`src/rtl/window_fetch_pkg.sv`:
```
`default_nettype none
// ============================================================================
// Module   : window_pkg
// Brief    : State encoding and shared helpers for the window fetch engine.
// Revision : 1.0
// ============================================================================
package window_pkg;

    localparam int STATE_W = 4;

    typedef enum logic [STATE_W-1:0] {
        S_IDLE     = 4'd0,
        S_ARM_LO   = 4'd1,
        S_ARM_HI   = 4'd2,
        S_FETCH    = 4'd3,
        S_LATCH    = 4'd4,
        S_STROBE   = 4'd5,
        S_HOLD     = 4'd6,
        S_WAIT_DNE = 4'd7,
        S_WRITE    = 4'd8,
        S_NEXT     = 4'd9
    } state_t;

    function automatic int calc_win_n(input int ws);
        return ws * ws;
    endfunction

    function automatic int calc_radius(input int ws);
        return ws / 2;
    endfunction

    function automatic int calc_bits(input int n);
        return (n > 1) ? $clog2(n) : 1;
    endfunction

    function automatic int clamp_int(input int v, input int lo, input int hi);
        if (v < lo) return lo;
        if (v > hi) return hi;
        return v;
    endfunction

endpackage
`default_nettype wire

```
`src/rtl/window_fetch_addr_gen.sv`:
```
`default_nettype none
// ============================================================================
// Module   : window_addr_gen
// Brief    : Maps (x,y,dx,dy) to an edge-replicated input RAM read address.
// Revision : 1.0
// ============================================================================
module window_addr_gen
    import window_pkg::*;
#(
    parameter int WINDOW_SIZE = 3,
    parameter int IMG_W       = 8,
    parameter int IMG_H       = 8,
    parameter int ADDR_W      = 16,
    parameter int IN_BASE     = 0,
    parameter int CW          = 4,
    parameter int DW          = 2
) (
    input  logic [CW-1:0]     i_x,
    input  logic [CW-1:0]     i_y,
    input  logic [DW-1:0]     i_dx,
    input  logic [DW-1:0]     i_dy,
    output logic [ADDR_W-1:0] o_raddr
);

    localparam int RADIUS = calc_radius(WINDOW_SIZE);

    logic signed [CW:0] w_row_s;
    logic signed [CW:0] w_col_s;
    int                 w_row;
    int                 w_col;

    // One extra sign bit keeps coordinate-minus-radius from wrapping before the clamp.
    always_comb begin
        w_row_s = $signed({1'b0, i_y}) + $signed((CW+1)'(i_dy)) - $signed((CW+1)'(RADIUS));
        w_col_s = $signed({1'b0, i_x}) + $signed((CW+1)'(i_dx)) - $signed((CW+1)'(RADIUS));
        w_row   = clamp_int(int'(w_row_s), 0, IMG_H - 1);
        w_col   = clamp_int(int'(w_col_s), 0, IMG_W - 1);
        o_raddr = ADDR_W'(IN_BASE + w_row * IMG_W + w_col);
    end

endmodule
`default_nettype wire

```
`src/rtl/window_fetch.sv`:
```
`default_nettype none
// ============================================================================
// Module   : window_fetch
// Brief    : Scans an image, streams each pixel neighbourhood to the median
//            filter and writes the filter result to the output buffer.
// Revision : 1.0
// ============================================================================
module window_fetch
    import window_pkg::*;
#(
    parameter int DATA_WIDTH  = 24,
    parameter int WINDOW_SIZE = 3,
    parameter int IMG_W       = 8,
    parameter int IMG_H       = 8,
    parameter int ADDR_W      = 16,
    parameter int IN_BASE     = 0,
    parameter int OUT_BASE    = 1024,
    parameter int DNE_TIMEOUT = 64
) (
    input  logic                  Win_CLK,
    input  logic                  Win_RST,
    input  logic                  Win_START,
    output logic                  Win_BUSY,
    output logic                  Win_DONE,
    output logic                  Win_ERR,
    output logic [ADDR_W-1:0]     Win_RADDR,
    input  logic [DATA_WIDTH-1:0] Win_RDATA,
    output logic                  Win_FEN,
    output logic                  Win_MEMRDY,
    output logic [DATA_WIDTH-1:0] Win_MEMDATA,
    input  logic                  Win_FDNE,
    input  logic [DATA_WIDTH-1:0] Win_FRES,
    output logic [ADDR_W-1:0]     Win_WADDR,
    output logic [DATA_WIDTH-1:0] Win_WDATA,
    output logic                  Win_WE
);

    localparam int MAX_DIM = (IMG_W > IMG_H) ? IMG_W : IMG_H;
    localparam int CW      = calc_bits(MAX_DIM + WINDOW_SIZE);
    localparam int DW      = calc_bits(WINDOW_SIZE);
    localparam int TW      = calc_bits(DNE_TIMEOUT + 1);

    state_t                state_q, state_d;
    logic [CW-1:0]         x_q, x_d, y_q, y_d;
    logic [DW-1:0]         dx_q, dx_d, dy_q, dy_d;
    logic [TW-1:0]         tmo_q, tmo_d;
    logic                  fdne_prev_q, fdne_prev_d;
    logic                  busy_q, busy_d, done_q, done_d, err_q, err_d;
    logic                  fen_q, fen_d, memrdy_q, memrdy_d, we_q, we_d;
    logic [ADDR_W-1:0]     raddr_q, raddr_d, waddr_q, waddr_d;
    logic [DATA_WIDTH-1:0] memdata_q, memdata_d, wdata_q, wdata_d;
    logic [ADDR_W-1:0]     w_raddr;
    logic                  w_fdne_rise;

    // Address is generated from the next-cycle counters so RADDR is valid during FETCH.
    window_addr_gen #(
        .WINDOW_SIZE (WINDOW_SIZE),
        .IMG_W       (IMG_W),
        .IMG_H       (IMG_H),
        .ADDR_W      (ADDR_W),
        .IN_BASE     (IN_BASE),
        .CW          (CW),
        .DW          (DW)
    ) u_addr_gen (
        .i_x     (x_d),
        .i_y     (y_d),
        .i_dx    (dx_d),
        .i_dy    (dy_d),
        .o_raddr (w_raddr)
    );

    always_comb begin
        state_d     = state_q;
        x_d         = x_q;
        y_d         = y_q;
        dx_d        = dx_q;
        dy_d        = dy_q;
        tmo_d       = '0;
        fdne_prev_d = Win_FDNE;
        busy_d      = busy_q;
        done_d      = 1'b0;
        err_d       = err_q;
        memdata_d   = memdata_q;
        wdata_d     = wdata_q;
        w_fdne_rise = Win_FDNE & ~fdne_prev_q;

        unique case (state_q)
            S_IDLE: begin
                if (Win_START) begin
                    state_d = S_ARM_LO;
                    busy_d  = 1'b1;
                    err_d   = 1'b0;
                    x_d     = '0;
                    y_d     = '0;
                    dx_d    = '0;
                    dy_d    = '0;
                end
            end
            S_ARM_LO: state_d = S_ARM_HI;
            S_ARM_HI: state_d = S_FETCH;
            S_FETCH:  state_d = S_LATCH;
            S_LATCH: begin
                memdata_d = Win_RDATA;
                state_d   = S_STROBE;
            end
            S_STROBE: state_d = S_HOLD;
            S_HOLD: begin
                if (dx_q == DW'(WINDOW_SIZE - 1)) begin
                    dx_d = '0;
                    if (dy_q == DW'(WINDOW_SIZE - 1)) begin
                        dy_d    = '0;
                        state_d = S_WAIT_DNE;
                    end else begin
                        dy_d    = dy_q + DW'(1);
                        state_d = S_FETCH;
                    end
                end else begin
                    dx_d    = dx_q + DW'(1);
                    state_d = S_FETCH;
                end
            end
            S_WAIT_DNE: begin
                if (w_fdne_rise) begin
                    wdata_d = Win_FRES;
                    state_d = S_WRITE;
                end else if (tmo_q == TW'(DNE_TIMEOUT - 1)) begin
                    wdata_d = '0;
                    err_d   = 1'b1;
                    state_d = S_WRITE;
                end else begin
                    tmo_d = tmo_q + TW'(1);
                end
            end
            S_WRITE: state_d = S_NEXT;
            S_NEXT: begin
                if (x_q == CW'(IMG_W - 1)) begin
                    x_d = '0;
                    if (y_q == CW'(IMG_H - 1)) begin
                        y_d     = '0;
                        done_d  = 1'b1;
                        busy_d  = 1'b0;
                        state_d = S_IDLE;
                    end else begin
                        y_d     = y_q + CW'(1);
                        state_d = S_ARM_LO;
                    end
                end else begin
                    x_d     = x_q + CW'(1);
                    state_d = S_ARM_LO;
                end
            end
            default: state_d = S_IDLE;
        endcase
    end

    // Outputs are decoded from the next state so that each registered output lines up with its state.
    always_comb begin
        raddr_d  = raddr_q;
        waddr_d  = waddr_q;
        fen_d    = state_d inside {S_ARM_HI, S_FETCH, S_LATCH, S_STROBE,
                                   S_HOLD, S_WAIT_DNE, S_WRITE};
        memrdy_d = (state_d == S_STROBE);
        we_d     = (state_d == S_WRITE);
        if (state_d == S_FETCH) begin
            raddr_d = w_raddr;
        end
        if (state_d == S_WRITE) begin
            waddr_d = ADDR_W'(OUT_BASE + int'(y_q) * IMG_W + int'(x_q));
        end
    end

    always_ff @(posedge Win_CLK) begin
        if (Win_RST) begin
            state_q     <= S_IDLE;
            x_q         <= '0;
            y_q         <= '0;
            dx_q        <= '0;
            dy_q        <= '0;
            tmo_q       <= '0;
            fdne_prev_q <= 1'b0;
            busy_q      <= 1'b0;
            done_q      <= 1'b0;
            err_q       <= 1'b0;
            fen_q       <= 1'b0;
            memrdy_q    <= 1'b0;
            we_q        <= 1'b0;
            raddr_q     <= '0;
            waddr_q     <= '0;
            memdata_q   <= '0;
            wdata_q     <= '0;
        end else begin
            state_q     <= state_d;
            x_q         <= x_d;
            y_q         <= y_d;
            dx_q        <= dx_d;
            dy_q        <= dy_d;
            tmo_q       <= tmo_d;
            fdne_prev_q <= fdne_prev_d;
            busy_q      <= busy_d;
            done_q      <= done_d;
            err_q       <= err_d;
            fen_q       <= fen_d;
            memrdy_q    <= memrdy_d;
            we_q        <= we_d;
            raddr_q     <= raddr_d;
            waddr_q     <= waddr_d;
            memdata_q   <= memdata_d;
            wdata_q     <= wdata_d;
        end
    end

    assign Win_BUSY    = busy_q;
    assign Win_DONE    = done_q;
    assign Win_ERR     = err_q;
    assign Win_RADDR   = raddr_q;
    assign Win_FEN     = fen_q;
    assign Win_MEMRDY  = memrdy_q;
    assign Win_MEMDATA = memdata_q;
    assign Win_WADDR   = waddr_q;
    assign Win_WDATA   = wdata_q;
    assign Win_WE      = we_q;

endmodule
`default_nettype wire

```
`config.mk`:
```
export PLATFORM = sky130hd
export DESIGN_NAME = window_fetch
export DESIGN_NICKNAME = d
export VERILOG_FILES = /design/src/rtl/window_fetch_pkg.sv /design/src/rtl/window_fetch_addr_gen.sv /design/src/rtl/window_fetch.sv
export SDC_FILE = /design/constraint.sdc
export NUM_CORES = 1
export LEC_CHECK = 0
export CAP_MARGIN = 40
export CORE_MARGIN = 8
export CORE_UTILIZATION = 23
export CTS_BUF_LIST = sky130_fd_sc_hd__clkbuf_8 sky130_fd_sc_hd__clkbuf_16
export DETAILED_ROUTE_END_ITERATION = 16
export PLACE_DENSITY = 0.58
export SYNTH_ARGS = -nofsm -noshare
export SYNTH_HDL_FRONTEND = slang
export SYNTH_SLANG_ARGS = --single-unit
```
`constraint.sdc`:
```
create_clock -name Win_CLK -period 10.8 [get_ports Win_CLK]
set_clock_uncertainty 0.2 [all_clocks]
set_input_delay 1.08 -clock Win_CLK [delete_from_list [all_inputs] [get_ports Win_CLK]]
set_output_delay 1.08 -clock Win_CLK [all_outputs]
set_load 0.05 [all_outputs]
```
==> results.tsv, run 1 <==
metric	value	unit
status	finished clean	
Max-Cap Viols	0	
Core Area	0.0186	sq mm
clk slew on worst S/H paths	0.07	ns
FFs w/ async S/R, synth	0	%
share of layout cells above drive strength 1	5.98	%
top cells by count, synth	nand2_1, dfxtp_1, a21oi_1	
fill cell total of the finished layout	1978	
Area Growth Syn to Fin	38.8	%
RePlAce Congestion	0.811	
chip width	153	microns
fin nets	700	
DR pass1 iterations	4	
Synth Area in XOR/XNOR	2.03	%
cts repair resizes	0	
adder-cell share of the synthesized area	5.38	%
largest net degree at the start of global routing	77	
vias in the first global route	3802	
EDFF count, synth	0	
Slew Limit Fails	0	
RSZ-0062 raised after global routing	false	
Max transition margin	41.8	%
DR WL/cell	14.7	microns
Num Clock Sinks	95	
Crit. End Element	flip-flop	
Clock Latency Late Sink	0.35	ns
Yosys cell types	62	
H-tree levels	3	
Synth area leaders	dfxtp_1, nand2_1, a21oi_1, ha_1, nor2_1	
Pwr Density	128	mW/mm^2
CTS tree	built	
most common flop cell mapped by yosys	dfxtp_1	
Mean Syn Cell Area	8.30	sq um
Die Ht	153	microns
HP Class	flip-flop to flip-flop	
ANT cells	0	
endpoints failing hold	0	
fmax	0.216	GHz
die area	0.0234	sq mm
Seq/Total Area, Yosys	44.0	%
Post-CTS Setup Bufs	0	
first-pass GRT wire length	20700	microns
main combinational cell family by area after synthesis	simple AND/OR/NAND/NOR gates	
Setup CP Type	primary input to flip-flop	
worst slew pin tran	0.861	ns
FF/Latch Area	0.00190	sq mm
Synth Register Bits	95	
WP data required	10.89	ns
post-synthesis cell count	521	
FP Rows	50	
P_leak	2.13	nW
CP Launch Type	primary input	
Port Buffers	122	
grt ovf	0	
Crit Path Max Fanout	5	
peak supply drop	0.0727	mV
DR vias	3829	
TNS Setup	0	ns
CP Data Arrival Time	4.72	ns
Vias/cell	4.41	
Final min period	4.63	ns
final setup violating endpoints	0	
drt total wl	12800	microns
Synth Cell Area	0.00432	sq mm
antenna violations before repair	0	
hold_buf cts	0	
Root Buffer	clkbuf_16	
Initial Util	23.3	%
Final Hold Slack	0.242	ns
Syn. warnings	0	
area leader, netlist	dfxtp_1	
gr usage total	11.0	%
Tcrit/Tclk final	42.9	%
Ports	138	
post-route ant nets	0	
Synth Area in Compound Gates	15.4	%
Detail Placement HPWL	9260	microns
total CTS buffers	9	
area share of the largest cell type after synthesis	44.0	%
top-count cell post-synth	nand2_1	
DRC violations left	0	
post-synthesis mux area share	0.723	%
PnR Total Power	0.000768	W
area of the multi-input gates	0.00216	sq mm
DR iter-0 viols	172	
simple-gate area share of the yosys netlist	24.9	%
CTS Buffer Depth	2	
[kinds of logic after synthesis]
logic type	Yosys count
flip-flops	95
XOR/XNOR	10
other	1
AND/OR/NAND/NOR	226
multiplexers	3
adder cells (fa/ha/maj)	18
buffers and inverters	62
AO/OA/AOI/OAI	106
[layer usage]
metal	track usage [%]	share of wire (%)	up-vias
met3	3.50	5.8	15
met4	3.35	1.1	0
met2	17.8	46	90
met1	13.7	47	1762
met5	0	0	-
li1	-	-	1962
[sequential cells by signal, summed over array words and instances, names as in the netlist, 2 cells and up]
signal,flops
Win_MEMDATA,24
Win_RADDR,8
Win_WADDR,9
Win_WDATA,24
dx_q,2
dy_q,2
state_q,4
tmo_q,7
x_q,4
y_q,4
[layout by cell type (no fill, tap or decap), types with 4 or more instances in the layout]
cell type        instances
conb_1                  16
inv_1                   15
buf_4                    6
dfxtp_1                 95
clkbuf_16                9
nor2b_1                  5
and3_1                   6
and2_1                   5
nand3b_1                 5
a21o_1                   4
a211o_1                  4
nor3_1                   7
nor2_1                  43
clkdlybuf4s50_1        121
ha_1                    17
o21ai_0                  5
nand3_1                 29
xor2_1                   4
a21oi_1                 68
nand2b_1                 4
xnor2_1                  6
nand2_1                 98
[final cells by class]
class                      instances  share of cell area, %
inverter                          15                  0.938
clock inverter                     6                  0.834
tap                              234                   4.88
sequential                        95                   31.7
clock buffer                      10                   3.98
multi-input combinational        379                   36.0
timing repair buffer             130                   21.7
[per-stage QoR]
| stage | instances | setup slack [ns] | cell area [sq um] | util (%) |
|---|---|---|---|---|
| 2_1_floorplan | 536 | 6.72 | 4380 | - |
| 3_3_place_gp | 851 | 5.89 | 5670 | 30.5 |
| 3_5_place_dp | 853 | 5.82 | 5710 | 30.7 |
| 4_1_cts | 869 | 6.22 | 6000 | 32.3 |
| 5_1_grt | 869 | 5.80 | 6000 | 32.3 |
| 6_report | 869 | 6.17 | 6000 | 32.3 |
[power by group]
part | leakage (nW) | internal, W | total [W] | switching, W
registers | 0.767 | 0.000355 | 0.000361 | 0.00000591
clock network | 0.147 | 0.000167 | 0.000319 | 0.000152
logic | 1.22 | 0.0000347 | 0.0000874 | 0.0000528
total | 2.13 | 0.000557 | 0.000768 | 0.000211
[worst max-delay path: stages]
cell	delay, ns
clkdlybuf4s50_1	0.49
nor4b_1	0.71
nor2_1	0.14
a22oi_1	0.27
ha_1	0.22
inv_1	0.09
xnor2_1	0.14
ha_1	0.22
and2_1	0.16
a311oi_1	0.26
o311a_1	0.23
and2_1	0.18
inv_1	0.05
a21boi_0	0.18
ha_1	0.15
mux2i_1	0.06
nor2_1	0.08
[path summary, 6_finish.rpt]
kind	startpoint	end	slack, ns	cells after the start
min reg2reg	tmo_q[0]	tmo_q[0]	0.24	1
max	Win_START	Win_RADDR[3]	6.17	17
max reg2reg	state_q[1]	Win_RADDR[3]	6.60	17
min	tmo_q[0]	tmo_q[0]	0.24	1
(Power assumes the default switching activity.)
==> inputs of run 2 (changes only) <==
==> constraint.sdc (replaced) <==
create_clock -name Win_CLK -period 4.35 [get_ports Win_CLK]
set_clock_uncertainty 0.2 [all_clocks]
set_input_delay 0.435 -clock Win_CLK [delete_from_list [all_inputs] [get_ports Win_CLK]]
set_output_delay 0.435 -clock Win_CLK [all_outputs]
set_load 0.05 [all_outputs]
==> run 2 against run 1 <==
  * Cell area rose by 0.67%
  * Via count rose by 0.44%
  * Core utilization rose by 0.22 points
  * Total power rose to 2.6 times the previous value
  * Critical endpoint unchanged
==> results.tsv, run 2 (synthesized netlist as in run 1, its figures left out) <==
metric	value	unit
Crit Path Max Fanout	14	
Post-CTS Setup Bufs	0	
gr usage total	10.9	%
FP Rows	50	
die area	0.0234	sq mm
Hold Crit Depth	2	
P_int	0.00149	W
ANT cells	0	
peak supply drop	0.180	mV
DRC violations left	0	
grt ovf	0	
DR vias	3846	
Detail Placement HPWL	9400	microns
flop2flop setup slack	0.43	ns
cts repair resizes	0	
most frequent cells in the layout	clkdlybuf4s50_1, nand2_1, dfxtp_1	
WP data required	4.43	ns
Initial Util	23.3	%
Num Clock Sinks	95	
TNS Setup	0	ns
RePlAce Congestion	0.824	
reg2reg path depth	17	
CTS tree	built	
CTS Buffer Depth	2	
hold_buf cts	0	
Final Instance Count excl. Fillers	870	
total CTS buffers	9	
CP most frequent cell	ha_1	
vias in the first global route	3804	
clk slew on worst S/H paths	0.07	ns
status	finished clean	
final core area utilization	32.5	%
NetSw	0.000510	W
first-pass GRT wire length	20600	microns
clock network power share	44.3	%
DP Cell Count	854	
RSZ-0062 raised after global routing	false	
worst slew pin tran	0.661	ns
chip width	153	microns
Vias/cell	4.42	
Buf/Inv on CP	2	
H-tree levels	3	
Core Area	0.0186	sq mm
fmax	0.255	GHz
hold path start	Win_MEMDATA[11]	
crit-path cells	nor3b_1 > o21ai_1 > nand2b_1 > a32oi_1 > ha_1 > inv_1 > ha_1 > ha_1 > and2_1 > a311oi_1 > o311a_1 > and2_1 > inv_1 > a21boi_0 > ha_1 > mux2i_1 > nor2_1	
Sw Share	25.5	%
endpoints failing hold	0	
post-route ant nets	0	
HP Class	flip-flop to flip-flop	
Worst path max stage delay	0.60	ns
Ports	138	
Port Buffers	122	
fin nets	701	
Pwr Density	332	mW/mm^2
worst r2r dst	Win_RADDR[3]	
fill cell total of the finished layout	1973	
worst reg2reg path startpoint	state_q[0]	
drt total wl	12700	microns
Comb power frac	11.0	%
Hold Path End	Win_MEMDATA[11]	
share of layout cells above drive strength 1	5.97	%
CP Launch Type	flip-flop	
Slew Limit Fails	0	
Area Growth Syn to Fin	39.7	%
P_leak	2.15	nW
final setup violating endpoints	0	
DR pass1 iterations	5	
Max transition margin	55.9	%
Slowest-stage cell, CP	dfxtp_1	
leading cell type in the layout, fill and taps excluded	clkdlybuf4s50_1	
Setup CP Type	flip-flop to flip-flop	
Tcrit/Tclk final	90.1	%
Crit. End Element	flip-flop	
Root Buffer	clkbuf_16	
largest net degree at the start of global routing	58	
Max-Cap Viols	0	
Die Ht	153	microns
CP Data Arrival Time	4.00	ns
Final min period	3.92	ns
Clock Latency Late Sink	0.35	ns
power share of the sequential group	44.7	%
antenna violations before repair	0	
DR iter-0 viols	140	
DR WL/cell	14.6	microns
CP top delay family	compound AO/OA/AOI/OAI gates	
run 2: cell types whose count changed in the layout (fill, tap and decap cells not counted), sizes merged:
cell | before | now
bufinv | 0 | 2
clkinv | 2 | 0
buf | 9 | 10
run 2: power groups by stage:
stage	clock network [W]	logic (W)	registers, W
3_3_place_gp	0	0.000220	0.000916
5_1_grt	0.000956	0.000236	0.000898
4_1_cts	0.000919	0.000221	0.000896
3_5_place_dp	0	0.000220	0.000916
6_report	0.000887	0.000220	0.000896
2_1_floorplan	0	0.000118	0.000944
run 2: cell type report:
| type | count | area [sq um] | share of cell area (%) |
|---|---|---|---|
| sequential | 95 | 1900 | 31.5 |
| inverter | 15 | 56.3 | 0.932 |
| tap | 234 | 293 | 4.85 |
| multi-input combinational | 379 | 2160 | 35.8 |
| clock inverter | 6 | 90.1 | 1.49 |
| timing repair buffer | 131 | 1300 | 21.5 |
| clock buffer | 10 | 239 | 3.96 |
run 2: worst reg2reg max path, stage by stage (launching register included):
cell and delay, ns:
dfxtp_1 0.60, nor3b_1 0.12, o21ai_1 0.47, nand2b_1 0.21, a32oi_1 0.08, ha_1 0.30, inv_1 0.04, ha_1 0.22
ha_1 0.24, and2_1 0.17, a311oi_1 0.26, o311a_1 0.24, and2_1 0.18, inv_1 0.05, a21boi_0 0.17, ha_1 0.16
mux2i_1 0.06, nor2_1 0.09
run 2: worst max path at each step:
stage	from	endpoint	slack, ns	cells after the start
3_3_place_gp	Win_START	Win_RADDR[4]	0.20	17
6_report	state_q[0]	Win_RADDR[3]	0.43	17
4_1_cts	state_q[0]	Win_RADDR[3]	0.48	17
5_1_grt	state_q[0]	Win_RADDR[3]	0.008	17
3_5_place_dp	Win_START	Win_RADDR[3]	0.16	18
2_1_floorplan	state_q[2]	Win_RADDR[4]	0.62	17
run 2: per-stage QoR:
step / area (sq um) / hold slack (ns) / power, W / setup WS (ns)
floorplan: 4380 / 0.213 / 0.00106 / 0.618
global placement: 5700 / 0.227 / 0.00114 / 0.202
detailed placement: 5710 / 0.235 / 0.00114 / 0.156
CTS: 6040 / 0.256 / 0.00204 / 0.479
global route: 6040 / 0.270 / 0.00209 / 0.00750
finish: 6040 / 0.252 / 0.00200 / 0.431
run 2: per-layer routing:
layer | track usage [%] | up-vias | part of all wire (%)
li1 | - | 1965 | -
met4 | 3.11 | 0 | 1.3
met2 | 17.5 | 94 | 46
met3 | 3.78 | 12 | 5.7
met1 | 13.6 | 1775 | 47
met5 | 0 | - | 0
